[src/rtl/mem_wb_stage_pkg.sv]
// mem_wb_stage_pkg: shared pipeline encodings for the writeback stage and its helpers
// Contents: default data width, writeback-source select encodings, load funct3 codes.
package mem_wb_stage_pkg;
    localparam int XLEN_DEF = 32;
    typedef enum logic [1:0] {
        WB_ALU  = 2'b00,
        WB_LOAD = 2'b01,
        WB_PC4  = 2'b10,
        WB_RSVD = 2'b11
    } wb_sel_e;
    localparam logic [2:0] F3_LB  = 3'b000;
    localparam logic [2:0] F3_LH  = 3'b001;
    localparam logic [2:0] F3_LW  = 3'b010;
    localparam logic [2:0] F3_LBU = 3'b100;
    localparam logic [2:0] F3_LHU = 3'b101;
endpackage

[src/rtl/mem_wb_stage_if.sv]
// mem_wb_stage_if: MEM-stage inputs and writeback/bypass/exception outputs of the MEM/WB stage
// Ports: mem_* fields, flush and id_rs1/2 flow into the stage; rd/indata/we, bypass,
// exception and instret flow out. master drives the inputs, slave is the stage itself.
interface mem_wb_stage_if
    import mem_wb_stage_pkg::*;
#(
    parameter int XLEN  = XLEN_DEF,
    parameter int CNT_W = 32
);
    logic             mem_valid;
    logic             flush;
    logic             mem_reg_write;
    logic [4:0]       mem_rd;
    logic [1:0]       mem_wb_sel;
    logic [XLEN-1:0]  mem_alu;
    logic [XLEN-1:0]  mem_load_word;
    logic [2:0]       mem_funct3;
    logic [XLEN-1:0]  mem_pc;
    logic [4:0]       id_rs1;
    logic [4:0]       id_rs2;
    logic [4:0]       rd;
    logic [XLEN-1:0]  indata;
    logic             we;
    logic             fwd_valid;
    logic [4:0]       fwd_rd;
    logic [XLEN-1:0]  fwd_data;
    logic             byp1_hit;
    logic             byp2_hit;
    logic             exc_valid;
    logic [XLEN-1:0]  exc_pc;
    logic [XLEN-1:0]  exc_addr;
    logic [CNT_W-1:0] instret;
    modport master (
        output mem_valid, flush, mem_reg_write, mem_rd, mem_wb_sel, mem_alu,
               mem_load_word, mem_funct3, mem_pc, id_rs1, id_rs2,
        input  rd, indata, we, fwd_valid, fwd_rd, fwd_data, byp1_hit, byp2_hit,
               exc_valid, exc_pc, exc_addr, instret
    );
    modport slave (
        input  mem_valid, flush, mem_reg_write, mem_rd, mem_wb_sel, mem_alu,
               mem_load_word, mem_funct3, mem_pc, id_rs1, id_rs2,
        output rd, indata, we, fwd_valid, fwd_rd, fwd_data, byp1_hit, byp2_hit,
               exc_valid, exc_pc, exc_addr, instret
    );
endinterface

[src/rtl/mem_wb_stage_load_align.sv]
// load_align: extracts and extends load data from an aligned word and flags misaligned/illegal loads
// Ports: word_i raw memory word, offset_i byte offset (addr[1:0]), funct3_i load size/sign,
// data_o extended load value (0 for illegal funct3), fault_o misaligned or illegal.
module load_align
    import mem_wb_stage_pkg::*;
#(
    parameter int XLEN = XLEN_DEF
) (
    input  logic [XLEN-1:0] word_i,
    input  logic [1:0]      offset_i,
    input  logic [2:0]      funct3_i,
    output logic [XLEN-1:0] data_o,
    output logic            fault_o
);
    logic [7:0]  b_v;
    logic [15:0] h_v;
    always_comb begin
        b_v = word_i[{offset_i, 3'b000} +: 8];
        h_v = offset_i[1] ? word_i[31:16] : word_i[15:0];
        data_o = funct3_i == F3_LB  ? {{(XLEN-8){b_v[7]}}, b_v} :
                 funct3_i == F3_LBU ? {{(XLEN-8){1'b0}}, b_v} :
                 funct3_i == F3_LH  ? {{(XLEN-16){h_v[15]}}, h_v} :
                 funct3_i == F3_LHU ? {{(XLEN-16){1'b0}}, h_v} :
                 funct3_i == F3_LW  ? word_i : '0;
        fault_o = (funct3_i == F3_LB || funct3_i == F3_LBU) ? 1'b0 :
                  (funct3_i == F3_LH || funct3_i == F3_LHU) ? offset_i[0] :
                  funct3_i == F3_LW ? |offset_i : 1'b1;
    end
endmodule

[src/rtl/mem_wb_stage.sv]
// mem_wb_stage: MEM/WB pipeline register with writeback select, bypass, load faults and instret
// Ports: clk, reset (sync, active-high); bus (slave) carries the MEM-stage fields in and the
// regfile write port, EX/ID bypass, exception report and retired-instruction count out.
// All outputs derive from registered state only.
module mem_wb_stage
    import mem_wb_stage_pkg::*;
#(
    parameter int XLEN  = XLEN_DEF,
    parameter int CNT_W = 32
) (
    input  logic          clk,
    input  logic          reset,
    mem_wb_stage_if.slave bus
);
    logic             valid_q;
    logic             reg_write_q;
    logic [4:0]       rd_q;
    wb_sel_e          wb_sel_q;
    logic [XLEN-1:0]  alu_q;
    logic [XLEN-1:0]  word_q;
    logic [2:0]       funct3_q;
    logic [XLEN-1:0]  pc_q;
    logic [CNT_W-1:0] instret_q;
    logic [CNT_W-1:0] instret_d;
    logic [XLEN-1:0]  load_data;
    logic             align_fault;
    logic             fault;
    logic             we;
    logic [XLEN-1:0]  indata;
    load_align #(.XLEN(XLEN)) u_align (
        .word_i   (word_q),
        .offset_i (alu_q[1:0]),
        .funct3_i (funct3_q),
        .data_o   (load_data),
        .fault_o  (align_fault)
    );
    always_comb begin
        fault = valid_q & (wb_sel_q == WB_LOAD) & align_fault;
        we = valid_q & reg_write_q & (|rd_q) & ~fault;
        // reserved select falls through to the ALU result
        indata = fault ? '0 :
                 wb_sel_q == WB_PC4  ? pc_q + XLEN'(4) :
                 wb_sel_q == WB_LOAD ? load_data : alu_q;
        instret_d = (valid_q & ~fault) ? instret_q + CNT_W'(1) : instret_q;
    end
    // the held instruction retires at the same edge the regfile commits it
    always_ff @(posedge clk) begin
        if (reset) begin
            valid_q     <= 1'b0;
            reg_write_q <= 1'b0;
            rd_q        <= '0;
            wb_sel_q    <= WB_ALU;
            alu_q       <= '0;
            word_q      <= '0;
            funct3_q    <= '0;
            pc_q        <= '0;
            instret_q   <= '0;
        end else begin
            valid_q     <= bus.mem_valid & ~bus.flush;
            reg_write_q <= bus.mem_reg_write;
            rd_q        <= bus.mem_rd;
            wb_sel_q    <= wb_sel_e'(bus.mem_wb_sel);
            alu_q       <= bus.mem_alu;
            word_q      <= bus.mem_load_word;
            funct3_q    <= bus.mem_funct3;
            pc_q        <= bus.mem_pc;
            instret_q   <= instret_d;
        end
    end
    assign bus.rd        = rd_q;
    assign bus.indata    = indata;
    assign bus.we        = we;
    assign bus.fwd_valid = we;
    assign bus.fwd_rd    = rd_q;
    assign bus.fwd_data  = indata;
    assign bus.byp1_hit  = we & (bus.id_rs1 == rd_q);
    assign bus.byp2_hit  = we & (bus.id_rs2 == rd_q);
    assign bus.exc_valid = fault;
    assign bus.exc_pc    = pc_q;
    assign bus.exc_addr  = alu_q;
    assign bus.instret   = instret_q;
endmodule
[src/flat_wrapper.sv]
// flat-port wrapper written by rule: the top's interface ports become plain ports
module mem_wb_stage_flat import mem_wb_stage_pkg::*;
#(
    parameter int XLEN  = XLEN_DEF,
    parameter int CNT_W = 32
)
  (clk, reset, bus_mem_valid, bus_flush, bus_mem_reg_write, bus_mem_rd, bus_mem_wb_sel, bus_mem_alu, bus_mem_load_word, bus_mem_funct3, bus_mem_pc, bus_id_rs1, bus_id_rs2, bus_rd, bus_indata, bus_we, bus_fwd_valid, bus_fwd_rd, bus_fwd_data, bus_byp1_hit, bus_byp2_hit, bus_exc_valid, bus_exc_pc, bus_exc_addr, bus_instret);
  mem_wb_stage_if #(.XLEN(XLEN), .CNT_W(CNT_W)) bus_i ();
  input  logic clk;
  input  logic reset;
  input wire logic [$bits(bus_i.mem_valid)-1:0] bus_mem_valid;
  input wire logic [$bits(bus_i.flush)-1:0] bus_flush;
  input wire logic [$bits(bus_i.mem_reg_write)-1:0] bus_mem_reg_write;
  input wire logic [$bits(bus_i.mem_rd)-1:0] bus_mem_rd;
  input wire logic [$bits(bus_i.mem_wb_sel)-1:0] bus_mem_wb_sel;
  input wire logic [$bits(bus_i.mem_alu)-1:0] bus_mem_alu;
  input wire logic [$bits(bus_i.mem_load_word)-1:0] bus_mem_load_word;
  input wire logic [$bits(bus_i.mem_funct3)-1:0] bus_mem_funct3;
  input wire logic [$bits(bus_i.mem_pc)-1:0] bus_mem_pc;
  input wire logic [$bits(bus_i.id_rs1)-1:0] bus_id_rs1;
  input wire logic [$bits(bus_i.id_rs2)-1:0] bus_id_rs2;
  output wire logic [$bits(bus_i.rd)-1:0] bus_rd;
  output wire logic [$bits(bus_i.indata)-1:0] bus_indata;
  output wire logic [$bits(bus_i.we)-1:0] bus_we;
  output wire logic [$bits(bus_i.fwd_valid)-1:0] bus_fwd_valid;
  output wire logic [$bits(bus_i.fwd_rd)-1:0] bus_fwd_rd;
  output wire logic [$bits(bus_i.fwd_data)-1:0] bus_fwd_data;
  output wire logic [$bits(bus_i.byp1_hit)-1:0] bus_byp1_hit;
  output wire logic [$bits(bus_i.byp2_hit)-1:0] bus_byp2_hit;
  output wire logic [$bits(bus_i.exc_valid)-1:0] bus_exc_valid;
  output wire logic [$bits(bus_i.exc_pc)-1:0] bus_exc_pc;
  output wire logic [$bits(bus_i.exc_addr)-1:0] bus_exc_addr;
  output wire logic [$bits(bus_i.instret)-1:0] bus_instret;
  assign bus_i.mem_valid = bus_mem_valid;
  assign bus_i.flush = bus_flush;
  assign bus_i.mem_reg_write = bus_mem_reg_write;
  assign bus_i.mem_rd = bus_mem_rd;
  assign bus_i.mem_wb_sel = bus_mem_wb_sel;
  assign bus_i.mem_alu = bus_mem_alu;
  assign bus_i.mem_load_word = bus_mem_load_word;
  assign bus_i.mem_funct3 = bus_mem_funct3;
  assign bus_i.mem_pc = bus_mem_pc;
  assign bus_i.id_rs1 = bus_id_rs1;
  assign bus_i.id_rs2 = bus_id_rs2;
  assign bus_rd = bus_i.rd;
  assign bus_indata = bus_i.indata;
  assign bus_we = bus_i.we;
  assign bus_fwd_valid = bus_i.fwd_valid;
  assign bus_fwd_rd = bus_i.fwd_rd;
  assign bus_fwd_data = bus_i.fwd_data;
  assign bus_byp1_hit = bus_i.byp1_hit;
  assign bus_byp2_hit = bus_i.byp2_hit;
  assign bus_exc_valid = bus_i.exc_valid;
  assign bus_exc_pc = bus_i.exc_pc;
  assign bus_exc_addr = bus_i.exc_addr;
  assign bus_instret = bus_i.instret;
  mem_wb_stage #(.XLEN(XLEN), .CNT_W(CNT_W)) u_core (.clk(clk), .reset(reset), .bus(bus_i));
endmodule
[config.mk]
export PLATFORM = sky130hd
export DESIGN_NAME = mem_wb_stage_flat
export DESIGN_NICKNAME = d
export VERILOG_FILES = /design/src/rtl/mem_wb_stage_pkg.sv /design/src/rtl/mem_wb_stage_if.sv /design/src/rtl/mem_wb_stage_load_align.sv /design/src/rtl/mem_wb_stage.sv /design/src/flat_wrapper.sv
export SDC_FILE = /design/constraint.sdc
export NUM_CORES = 1
export LEC_CHECK = 0
export ABC_AREA = 1
export BUFFER_PORTS_ARGS = -buffer_cell sky130_fd_sc_hd__buf_2
export CORE_MARGIN = 2
export CORE_UTILIZATION = 45
export DETAILED_ROUTE_END_ITERATION = 6
export GPL_ROUTABILITY_DRIVEN = 1
export PLACE_DENSITY = 0.76
export RECOVER_POWER = 100
export SYNTH_ARGS = -nofsm -noshare
export SYNTH_HDL_FRONTEND = slang
export SYNTH_SLANG_ARGS = --single-unit
export TNS_END_PERCENT = 5
[constraint.sdc]
create_clock -name clk -period 1.81 [get_ports clk]
set_input_delay 0.362 -clock clk [delete_from_list [all_inputs] [get_ports clk]]
set_output_delay 0.362 -clock clk [all_outputs]
set_load 0.01 [all_outputs]
==> results of run 1 <==
## critical path: stages, from the launching register on
cell,delay [ns]
dfxtp_4,0.40
inv_2,0.08
nor2_8,0.20
nand2_4,0.12
nand2_4,0.11
nor2_8,0.06
nor2_8,0.08
nand3b_1,0.20
nor3_2,0.16
buf_2,0.16
## kinds of logic after synthesis
logic type	count (synthesis)	synth area share
AND/OR/NAND/NOR	762	0.394
buffers and inverters	257	0.146
flip-flops	140	0.349
AO/OA/AOI/OAI	119	0.0771
XOR/XNOR	28	0.0305
adder cells (fa/ha/maj)	2	0.00311
## power by group through the flow
stage               registers, W  clock network, W  logic [W]
CTS                      0.00335           0.00349    0.00160
finish                   0.00336           0.00345    0.00162
floorplan                0.00341                 0   0.000871
global route             0.00337           0.00362    0.00179
global placement         0.00342                 0    0.00154
detailed placement       0.00342                 0    0.00154
## placed cells by master (no fill, tap or decap), types with 5 or more instances in the layout
| cell | Yosys | final |
|---|---|---|
| nand2_1 | 365 | 347 |
| o21ai_0 | 37 | 27 |
| inv_2 | 1 | 5 |
| buf_12 | 0 | 7 |
| xnor2_1 | 14 | 14 |
| nor2_4 | 1 | 12 |
| o21ai_1 | 3 | 10 |
| nand2_2 | 6 | 18 |
| clkbuf_16 | 0 | 18 |
| inv_1 | 168 | 164 |
| dfxtp_2 | 0 | 11 |
| dfxtp_1 | 140 | 121 |
| xor2_1 | 14 | 14 |
| nor2_1 | 261 | 223 |
| nand2_4 | 1 | 6 |
| nor2_2 | 1 | 28 |
| or2_2 | 6 | 6 |
| nand3_2 | 0 | 8 |
| buf_2 | 10 | 209 |
| a21oi_1 | 70 | 56 |
| nor3_1 | 8 | 5 |
| buf_4 | 42 | 100 |
| a21oi_2 | 0 | 12 |
| clkbuf_1 | 28 | 91 |
| nand3_1 | 93 | 85 |
| buf_6 | 5 | 12 |
| dfxtp_4 | 0 | 8 |
| nand4_1 | 9 | 9 |
## layout make-up
class | instances | area (sq um) | share of cell area
sequential | 140 | 2850 | 0.252
multi-input combinational | 912 | 4470 | 0.396
inverter | 172 | 649 | 0.0575
clock buffer | 21 | 470 | 0.0417
clock inverter | 11 | 109 | 0.00964
timing repair buffer | 423 | 2470 | 0.219
tap | 225 | 282 | 0.0249
## routing by layer
layer  vias to the layer above  track usage  share of wire
li1                       4703            -              -
met1                      4155        0.350           0.41
met2                       410        0.526           0.48
met3                        47       0.0659          0.083
met4                         2       0.0985          0.026
met5                         -            0        0.00046
## through the flow
stage	util	cells	setup slack (ns)	total power (W)	instance area (sq um)
3_5_place_dp	0.601	1864	-0.273	0.00496	10400
4_1_cts	0.649	1898	-0.533	0.00844	11300
3_3_place_gp	0.601	1864	-0.277	0.00495	10400
5_1_grt	0.650	1904	-0.653	0.00878	11300
2_1_floorplan	-	1308	-0.0514	0.00428	8190
6_report	0.650	1904	-0.555	0.00843	11300
## registers in the layout, summed over array words and instances (netlist names)
register / count
u_core.bus.exc_pc: 32
u_core.wb_sel_q: 2
u_core.word_q: 32
u_core.valid_q: 1
u_core.bus.instret: 32
u_core.reg_write_q: 1
u_core.bus.fwd_rd: 5
u_core.bus.exc_addr: 32
u_core.funct3_q: 3
## worst min-delay path by stage
| stage | startpoint | to | slack, ns | cells after the start |
|---|---|---|---|---|
| after detailed placement | u_core.bus.instret[31]$_SDFFE_PP0P_ | u_core.bus.instret[31]$_SDFFE_PP0P_ | 0.49 | 2 |
| after global routing | bus_flush | u_core.valid_q$_SDFF_PP0_ | 0.10 | 2 |
| after CTS | bus_flush | u_core.valid_q$_SDFF_PP0_ | 0.08 | 2 |
| after floorplan | bus_flush | u_core.valid_q$_SDFF_PP0_ | 0.43 | 1 |
| final | bus_flush | u_core.valid_q$_SDFF_PP0_ | 0.09 | 2 |
| after global placement | u_core.bus.instret[31]$_SDFFE_PP0P_ | u_core.bus.instret[31]$_SDFFE_PP0P_ | 0.48 | 2 |
## timing repair
action,CTS,global route
buffers inserted,1,5
pin swaps,22,17
cloned,1,1
resized for setup,89,32
setup endpoints to repair,70,91
==> impl_metrics.tcl, run 1 <==
set metrics [dict create \
    cap_violations 0 \
    crit_start "u_core.funct3_q[0]$_SDFF_PP0_" \
    initial_utilization 0.463 \
    ios 296 \
    tritoncts "built" \
    synthToLayoutAreaGrowth_pct 40.5 \
    grt_util_all_layers 0.295 \
    crit-reg2reg-launch "u_core.funct3_q[0]$_SDFF_PP0_" \
    path_max_fanout 5 \
    switching_share 0.296 \
    reg2reg_setup_slack_ns -0.04 \
    final_max_slew_viol_count 0 \
    synth_fp_nets 1431 \
    synthCells 1308 \
    antenna_found_initial 1 \
    yosysTopAreaCell "dfxtp_1" \
    hold_path_class "in -> reg" \
    grt_pass1_vias 8542 \
    yosysTopAreaCellShare 0.349 \
    cts_hold_buf 0 \
    fin_crit_ns 2.36 \
    vias 9317 \
    cts_buffers 17 \
    status "finished with violations" \
    drtIter0Drc 629 \
    pwr-share-comb 0.192 \
    place_congestion 0.982 \
    clk_pin_slew_worst_paths_ns 0.06 \
    diodes 0 \
    setup_violations 73 \
    critPathArrivalTime_ns 2.00 \
    drc 0 \
    die_h_um 138 \
    grt_pass1_wl_um 42800 \
    final_layout_size_suffix_gt1_frac 0.297 \
    synth.most_common_cell "nand2_1" \
    tightestPinTransition_ns 1.44 \
    grt_max_degree 71 \
    fp.dieW_um 138 \
    port_buffers 295 \
    pwr-share-seq 0.398 \
    cp-start-kind "register" \
    drt-total-wl_um 28400 \
    ff2ff_path_depth 11 \
    die_area_sq_mm 0.0189 \
    netlist_area_sq_mm 0.00804 \
    synth.distinct_cells 36 \
    core-area_sq_mm 0.0174 \
    p_clk_frac 0.409 \
    cts_buffer_depth 2 \
    avgRoutedWirePerCell_um 14.9 \
    tns_ns -34.21 \
    syn_avg_cell_area_sq_um 6.15 \
    power_density_mw_per_mm2 746 \
    via_per_inst 4.89 \
    dr.pass1.iters 5 \
    synth_ff_type "dfxtp_1" \
    cts.sinks 140 \
    total_leakage_power_nw 5.55 \
    worstSetupEndpoint "bus_byp2_hit" \
    seq_area_frac_synth 0.349 \
    gr-total-overflow 0 \
    worst_slack_ns -0.555 \
    fmax_mhz 423 \
    p_int_w 0.00593 \
    critical_path_class "reg -> out" \
    cts-root-buf "clkbuf_16" \
    slew_headroom 0.0410 \
    irDropWorstVdd_mv 0.682 \
    post-route-period-util 1.31 \
    p_sw_w 0.00249 \
    whs_ns 0.0904 \
    nNetsFinal 1789 \
    synth_edf_count 0 \
    rsz0062_at_grt "yes" \
    insertion_delay_ns 0.44 \
    rows 48 \
    ant_nets 0 \
    synth_area_leaders "dfxtp_1 (35%), nand2_1 (17%), nor2_1 (12%)" \
    fill_cells 1686 \
    async_flop_share 0 \
    violations "setup timing" \
    hpwl_um 22100 \
    htree_levels 4 \
    finalHoldViolCount 0 \
    worstReg2RegEnd "u_core.bus.instret[24]$_SDFFE_PP0P_" \
    finalClockSkew_ns 0.0128 \
    cp-end-kind "output pin" \
    cp.required_ns 1.45 \
    ys_warn_count 0 \
    ys_seq_elements 140 \
    synth_common_cells "nand2_1 (365), nor2_1 (261), inv_1 (168), dfxtp_1 (140), nand3_1 (93)" \
]
Note: power is estimated with default switching activity, not from simulation.
==> run 2, diff against run 1 <==
- PLACE_DENSITY: 0.76 -> 0.87
==> run 2 against run 1 <==
  * The run ends with capacitance limit, slew limit, setup timing left
  * Clock skew fell by 0.0024 ns
  * Routed wire length rose by 5.3%
  * Total power grew 1.9%
  * Final area rose by 0.59%
  * Clock-buffer cell count is 3 lower
  * Maximum frequency is 3.1% lower
  * Largest cell class unchanged
  * Largest power group unchanged
==> impl_metrics.tcl, run 2 (synthesis gave the netlist of run 1 again) <==
set metrics [dict create \
    status "finished with violations" \
    violations "capacitance limit, slew limit, setup timing" \
    cap_violations 1 \
    cp.required_ns 1.45 \
    crit-reg2reg-launch "u_core.funct3_q[1]$_SDFF_PP0_" \
    grt_pass1_vias 8959 \
    slew_headroom -0.104 \
    cts_hold_buf 0 \
    dr_wl_met3_um 3070 \
    pre_cts_slack_ns -0.227 \
    finalClockSkew_ns 0.0104 \
    die_area_sq_mm 0.0189 \
    path_delay_family "simple AND/OR/NAND/NOR gates" \
    grt_pass1_wl_um 45100 \
    gr-total-overflow 0 \
    cts-root-buf "clkbuf_16" \
    vias 9670 \
    setup_violations 71 \
    synthToLayoutAreaGrowth_pct 41.3 \
    fp.dieW_um 138 \
    htree_levels 4 \
    slowest_delay_ns 0.38 \
    min_from "bus_flush" \
    drc 0 \
    diodes 0 \
    holdPathStages 2 \
    hpwl_um 22900 \
    antenna_found_initial 2 \
    mostFrequentLayoutCells "nand2_1 (346), nor2_1 (212), buf_2 (211)" \
    insertion_delay_ns 0.43 \
    irDropWorstVdd_mv 0.695 \
    tightestPinTransition_ns 1.66 \
    critical_path.cell_chain "nor2_2 > nor2_2 > nand2_1 > nand2_2 > nand2_4 > clkbuf_16 > nand3_1 > a21oi_2 > buf_2" \
    cts_buffers 17 \
    initial_utilization 0.463 \
    tns_ns -37.81 \
    dr.pass1.iters 5 \
    critical_path_class "reg -> out" \
    wl_met1_um 11100 \
    grt_max_degree 78 \
    worstReg2RegEnd "u_core.bus.instret[8]$_SDFFE_PP0P_" \
    cpMostUsedCell "nor2_2" \
    power_density_mw_per_mm2 756 \
    die_h_um 138 \
    met2_length_um 14400 \
    cp-start-kind "register" \
    final_max_slew_viol_count 78 \
    report.power.total_w 0.00859 \
    cp_slowest_cell "dfxtp_4" \
    top_layer_used "met5" \
    ff2ff_path_depth 10 \
    fin_area_sq_mm 0.0114 \
    clk_pin_slew_worst_paths_ns 0.06 \
    fmax_mhz 410 \
    place_area_sq_mm 0.0104 \
    final_layout_size_suffix_gt1_frac 0.305 \
    nNetsFinal 1788 \
    tritoncts "built" \
    port_buffers 295 \
    cts.sinks 140 \
    cts_buffer_depth 2 \
    worst_slack_ns -0.631 \
    rows 48 \
    crit_buf_inv 2 \
    fin_crit_ns 2.44 \
    reg2reg_setup_slack_ns -0.03 \
    hold_path_class "in -> reg" \
    drtIter0Drc 746 \
    placed_cells_incl_taps 1861 \
    avgRoutedWirePerCell_um 15.7 \
    layout_commonest_cell "nand2_1" \
    path_max_fanout 10 \
    total_leakage_power_nw 5.53 \
    grt_util_all_layers 0.312 \
    core-area_sq_mm 0.0174 \
    place_congestion 0.995 \
    via_per_inst 5.08 \
    critPathArrivalTime_ns 2.08 \
    drt-total-wl_um 29900 \
    ios 296 \
    layout.cells.non_filler 1903 \
    post-route-period-util 1.35 \
    min_to "u_core.valid_q$_SDFF_PP0_" \
    ant_nets 0 \
    cp-end-kind "output pin" \
    finalHoldViolCount 0 \
    rsz0062_at_grt "yes" \
]
==> run 2: cell types whose count changed in the layout (fill, tap and decap cells not counted), sizes merged <==
cell and delta:
inv +4, bufinv +1, clkinv -3, clkbuf -1, clkinvlp +1, buf -3
==> run 2: worst reg2reg max path: cells and delay by family (launching register included) <==
| kind | cells | cell delay (ns) |
|---|---|---|
| compound gates | 1 | 0.16 |
| simple gates | 5 | 0.54 |
| flops | 1 | 0.45 |
| buf+inv | 4 | 0.59 |
==> run 2: worst max-delay path by stage <==
stage / from / endpoint / slack (ns) / depth (start not counted)
floorplan: u_core.funct3_q[1]$_SDFF_PP0_ / bus_indata[25] / -0.05 / 13
global placement: u_core.bus.exc_pc[9]$_SDFF_PP0_ / bus_fwd_data[15] / -0.20 / 9
detailed placement: u_core.bus.exc_pc[9]$_SDFF_PP0_ / bus_fwd_data[15] / -0.23 / 9
CTS: u_core.funct3_q[1]$_SDFF_PP0_ / bus_byp1_hit / -0.54 / 9
global route: u_core.bus.exc_addr[1]$_SDFF_PP0_ / bus_indata[16] / -0.75 / 11
finish: u_core.bus.exc_addr[1]$_SDFF_PP0_ / bus_fwd_data[11] / -0.63 / 9
==> run 2: stage by stage <==
stage	hold WS [ns]	util
global placement	0.478	0.597
global route	0.0837	0.654
CTS	0.0826	0.644
detailed placement	0.498	0.597
floorplan	0.434	-
finish	0.0936	0.654
==> run 2: power by group <==
group / internal [W] / switching, W / leakage (nW) / total, W
sequential: 0.00322 / 0.000144 / 1.16 / 0.00336
combinational: 0.000710 / 0.000962 / 4.10 / 0.00167
clock: 0.00206 / 0.00150 / 0.271 / 0.00355
total: 0.00598 / 0.00260 / 5.53 / 0.00859
==> run 2: final cells by class <==
type	instances	area, sq um
Clock inverter	14	159
Clock buffer	18	429
Fill cell	1634	6000
Multi-Input combinational cell	912	4550
Tap cell	225	282
Sequential cell	140	2830
Timing Repair Buffer	422	2450
Inverter	172	653
==> run 2: metal layers <==
metal	GRT usage	up-vias
met2	0.543	554
met1	0.350	4325
met4	0.145	4
met3	0.0894	100
li1	-	4687
met5	0	-
==> run 2: timing repair <==
| action | 4_1_cts | 5_1_grt |
|---|---|---|
| setup buffers | 2 | 5 |
| endpoints found under the hold margin | 0 | 0 |
| pin swaps | 12 | 24 |
| gates cloned | 1 | 2 |
| gates resized for setup | 70 | 73 |
| endpoints found under the setup margin | 93 | 100 |
==> run 3, diff against run 2 <==
- ABC_AREA: 1 -> unset
- CORE_UTILIZATION: 45 -> 44
- PLACE_DENSITY: 0.87 -> 0.88
==> run 3 against run 2 <==
  * The run ends with setup timing left
  * First-iteration DRC count decreased by 0.54%
  * Cell count decreased by 25%
  * Sequential power decreased by 1%
  * Register-to-register slack got worse by 0.35 ns
  * Worst setup slack got worse by 0.19 ns
  * Critical path type unchanged
  * Largest power group unchanged
==> impl_metrics.tcl, run 3 <==
set metrics [dict create \
    synth_area_leaders "dfxtp_1 (40%), nor2b_1 (10%), buf_4 (4.1%)" \
    dr.pass1.iters 6 \
    initial_utilization 0.454 \
    core-area_sq_mm 0.0153 \
    post-route-period-util 1.45 \
    cts-root-buf "clkbuf_16" \
    syn_avg_cell_area_sq_um 8.64 \
    ys_warn_count 0 \
    pre_cts_slack_ns -0.485 \
    grt_util_all_layers 0.318 \
    final_layout_size_suffix_gt1_frac 0.422 \
    hold_path_class "in -> reg" \
    status "finished with violations" \
    htree_levels 4 \
    cp-end-kind "output pin" \
    cp-start-kind "register" \
    grt_pass1_wl_um 40800 \
    cp_slowest_cell "dfxtp_4" \
    violations "setup timing" \
    fill_cells 1192 \
    critical_path_class "reg -> out" \
    synth_edf_count 0 \
    synth.most_common_cell "dfxtp_1" \
    rsz0062_at_grt "yes" \
    slew_headroom 0.405 \
    finalClockSkew_ns 0.00953 \
    netlist_area_sq_mm 0.00695 \
    die_h_um 130 \
    slowest_delay_ns 0.34 \
    yosysTopAreaCellShare 0.403 \
    hpwl_um 19800 \
    drtIter0Drc 742 \
    fmax_mhz 380 \
    whs_ns 0.142 \
    ios 296 \
    rows 45 \
    fin_crit_ns 2.63 \
    synthCells 805 \
    path_max_fanout 3 \
    port_buffers 295 \
    layout_commonest_cell "buf_2" \
    ys_seq_elements 140 \
    fp.dieW_um 130 \
    cts_buffer_depth 2 \
    place_congestion 0.957 \
    synth.distinct_cells 54 \
    vias 7917 \
    yosysTopAreaCell "dfxtp_1" \
    async_flop_share 0 \
    synth_common_cells "dfxtp_1 (140), nor2b_1 (114), a21oi_1 (49), nor2_1 (44), nand2_1 (42)" \
    via_per_inst 5.57 \
    insertion_delay_ns 0.43 \
    drt-total-wl_um 28500 \
    gr-total-overflow 0 \
    grt_max_degree 39 \
    cp.required_ns 1.45 \
    synth_fp_nets 928 \
    ant_nets 0 \
    critical_path.cell_chain "nand4_1 > buf_4 > nor4_4 > nand3_1 > xor2_1 > a211oi_2 > buf_2" \
    critPathArrivalTime_ns 2.27 \
    nNetsFinal 1319 \
    avgRoutedWirePerCell_um 20.1 \
    cts_buffers 17 \
    grt_pass1_vias 7640 \
    final_max_slew_viol_count 0 \
    tightestPinTransition_ns 0.893 \
    tritoncts "built" \
    worst_slack_ns -0.821 \
    setup_violations 101 \
    drc 0 \
    cts.sinks 140 \
    irDropWorstVdd_mv 0.730 \
    total_leakage_power_nw 4.46 \
    clk_pin_slew_worst_paths_ns 0.06 \
    seq_area_frac_synth 0.403 \
    finalHoldViolCount 0 \
    power_density_mw_per_mm2 821 \
    antenna_found_initial 3 \
    cap_violations 0 \
    mostFrequentLayoutCells "buf_2 (210), dfxtp_1 (127), buf_4 (124)" \
    synth_ff_type "dfxtp_1" \
    die_area_sq_mm 0.0168 \
    synthToLayoutAreaGrowth_pct 53.5 \
]
==> run 3: layer usage <==
metal	global-route usage	share of wire	up-vias
li1	-	-	3553
met1	0.353	0.36	3652
met2	0.543	0.49	573
met3	0.103	0.096	139
met4	0.170	0.053	0
met5	0	0	-
==> run 3: final cells by class <==
type | instances | area (sq um) | share of cell area
clock inverters | 9 | 158 | 0.0148
diodes | 3 | 7.51 | 0.000703
clock buffers | 22 | 495 | 0.0464
repair buffers | 457 | 2620 | 0.246
flip-flops and latches | 140 | 2830 | 0.266
multi-input cells | 567 | 4240 | 0.397
inverters | 13 | 52.6 | 0.00492
well taps | 211 | 264 | 0.0247
==> run 3: cells by family (layout without fill, tap and decap cells) <==
group / after synthesis / count (layout) / synth area share
simple gates: 321 / 321 / 0.257
compound gates: 150 / 150 / 0.135
fa+ha+maj: 18 / 18 / 0.0266
mux: 19 / 19 / 0.0288
xor+xnor: 59 / 59 / 0.0743
other cells: 0 / 3 / 0
flops: 140 / 140 / 0.403
buf+inv: 98 / 501 / 0.0750
==> run 3: final timing paths <==
path	startpoint	cells after the start	slack (ns)	to
hold reg to reg	u_core.bus.instret[25]$_SDFFE_PP0P_	2	0.52	u_core.bus.instret[25]$_SDFFE_PP0P_
hold / removal	bus_mem_alu[2]	2	0.14	u_core.bus.exc_addr[2]$_SDFF_PP0_
setup / recovery	u_core.bus.exc_pc[8]$_SDFF_PP0_	7	-0.82	bus_fwd_data[16]
setup reg to reg	u_core.bus.exc_addr[0]$_SDFF_PP0_	6	-0.38	u_core.bus.instret[27]$_SDFFE_PP0P_
==> run 3: metrics by stage <==
stage | total power (W) | std cells | instance area (sq um) | util | TNS, ns
6_report | 0.00876 | 1422 | 10700 | 0.697 | -57.75
5_1_grt | 0.00904 | 1422 | 10700 | 0.697 | -68.58
4_1_cts | 0.00876 | 1417 | 10700 | 0.700 | -52.08
3_5_place_dp | 0.00490 | 1384 | 9750 | 0.637 | -32.98
3_3_place_gp | 0.00488 | 1384 | 9750 | 0.637 | -28.99
2_1_floorplan | 0.00423 | 805 | 7250 | - | -14.04
==> run 3: worst max-delay path: cells and delay by family (launching register included) <==
family	cells	cell delay, ns
flip-flops	1	0.34
AND/OR/NAND/NOR	3	0.63
XOR/XNOR	1	0.18
AO/OA/AOI/OAI	1	0.29
buffers and inverters	2	0.41
==> run 3: what timing repair did <==
action	CTS	global route
gates resized for setup	64	39
pin swaps	38	19
endpoints found under the setup margin	100	101
hold buffers	0	0
setup buffers	2	2
==> run 3: power breakdown <==
group	internal [W]	switching, W	total, W
logic	0.000730	0.000860	0.00159
registers	0.00321	0.000112	0.00332
clock network	0.00249	0.00135	0.00385
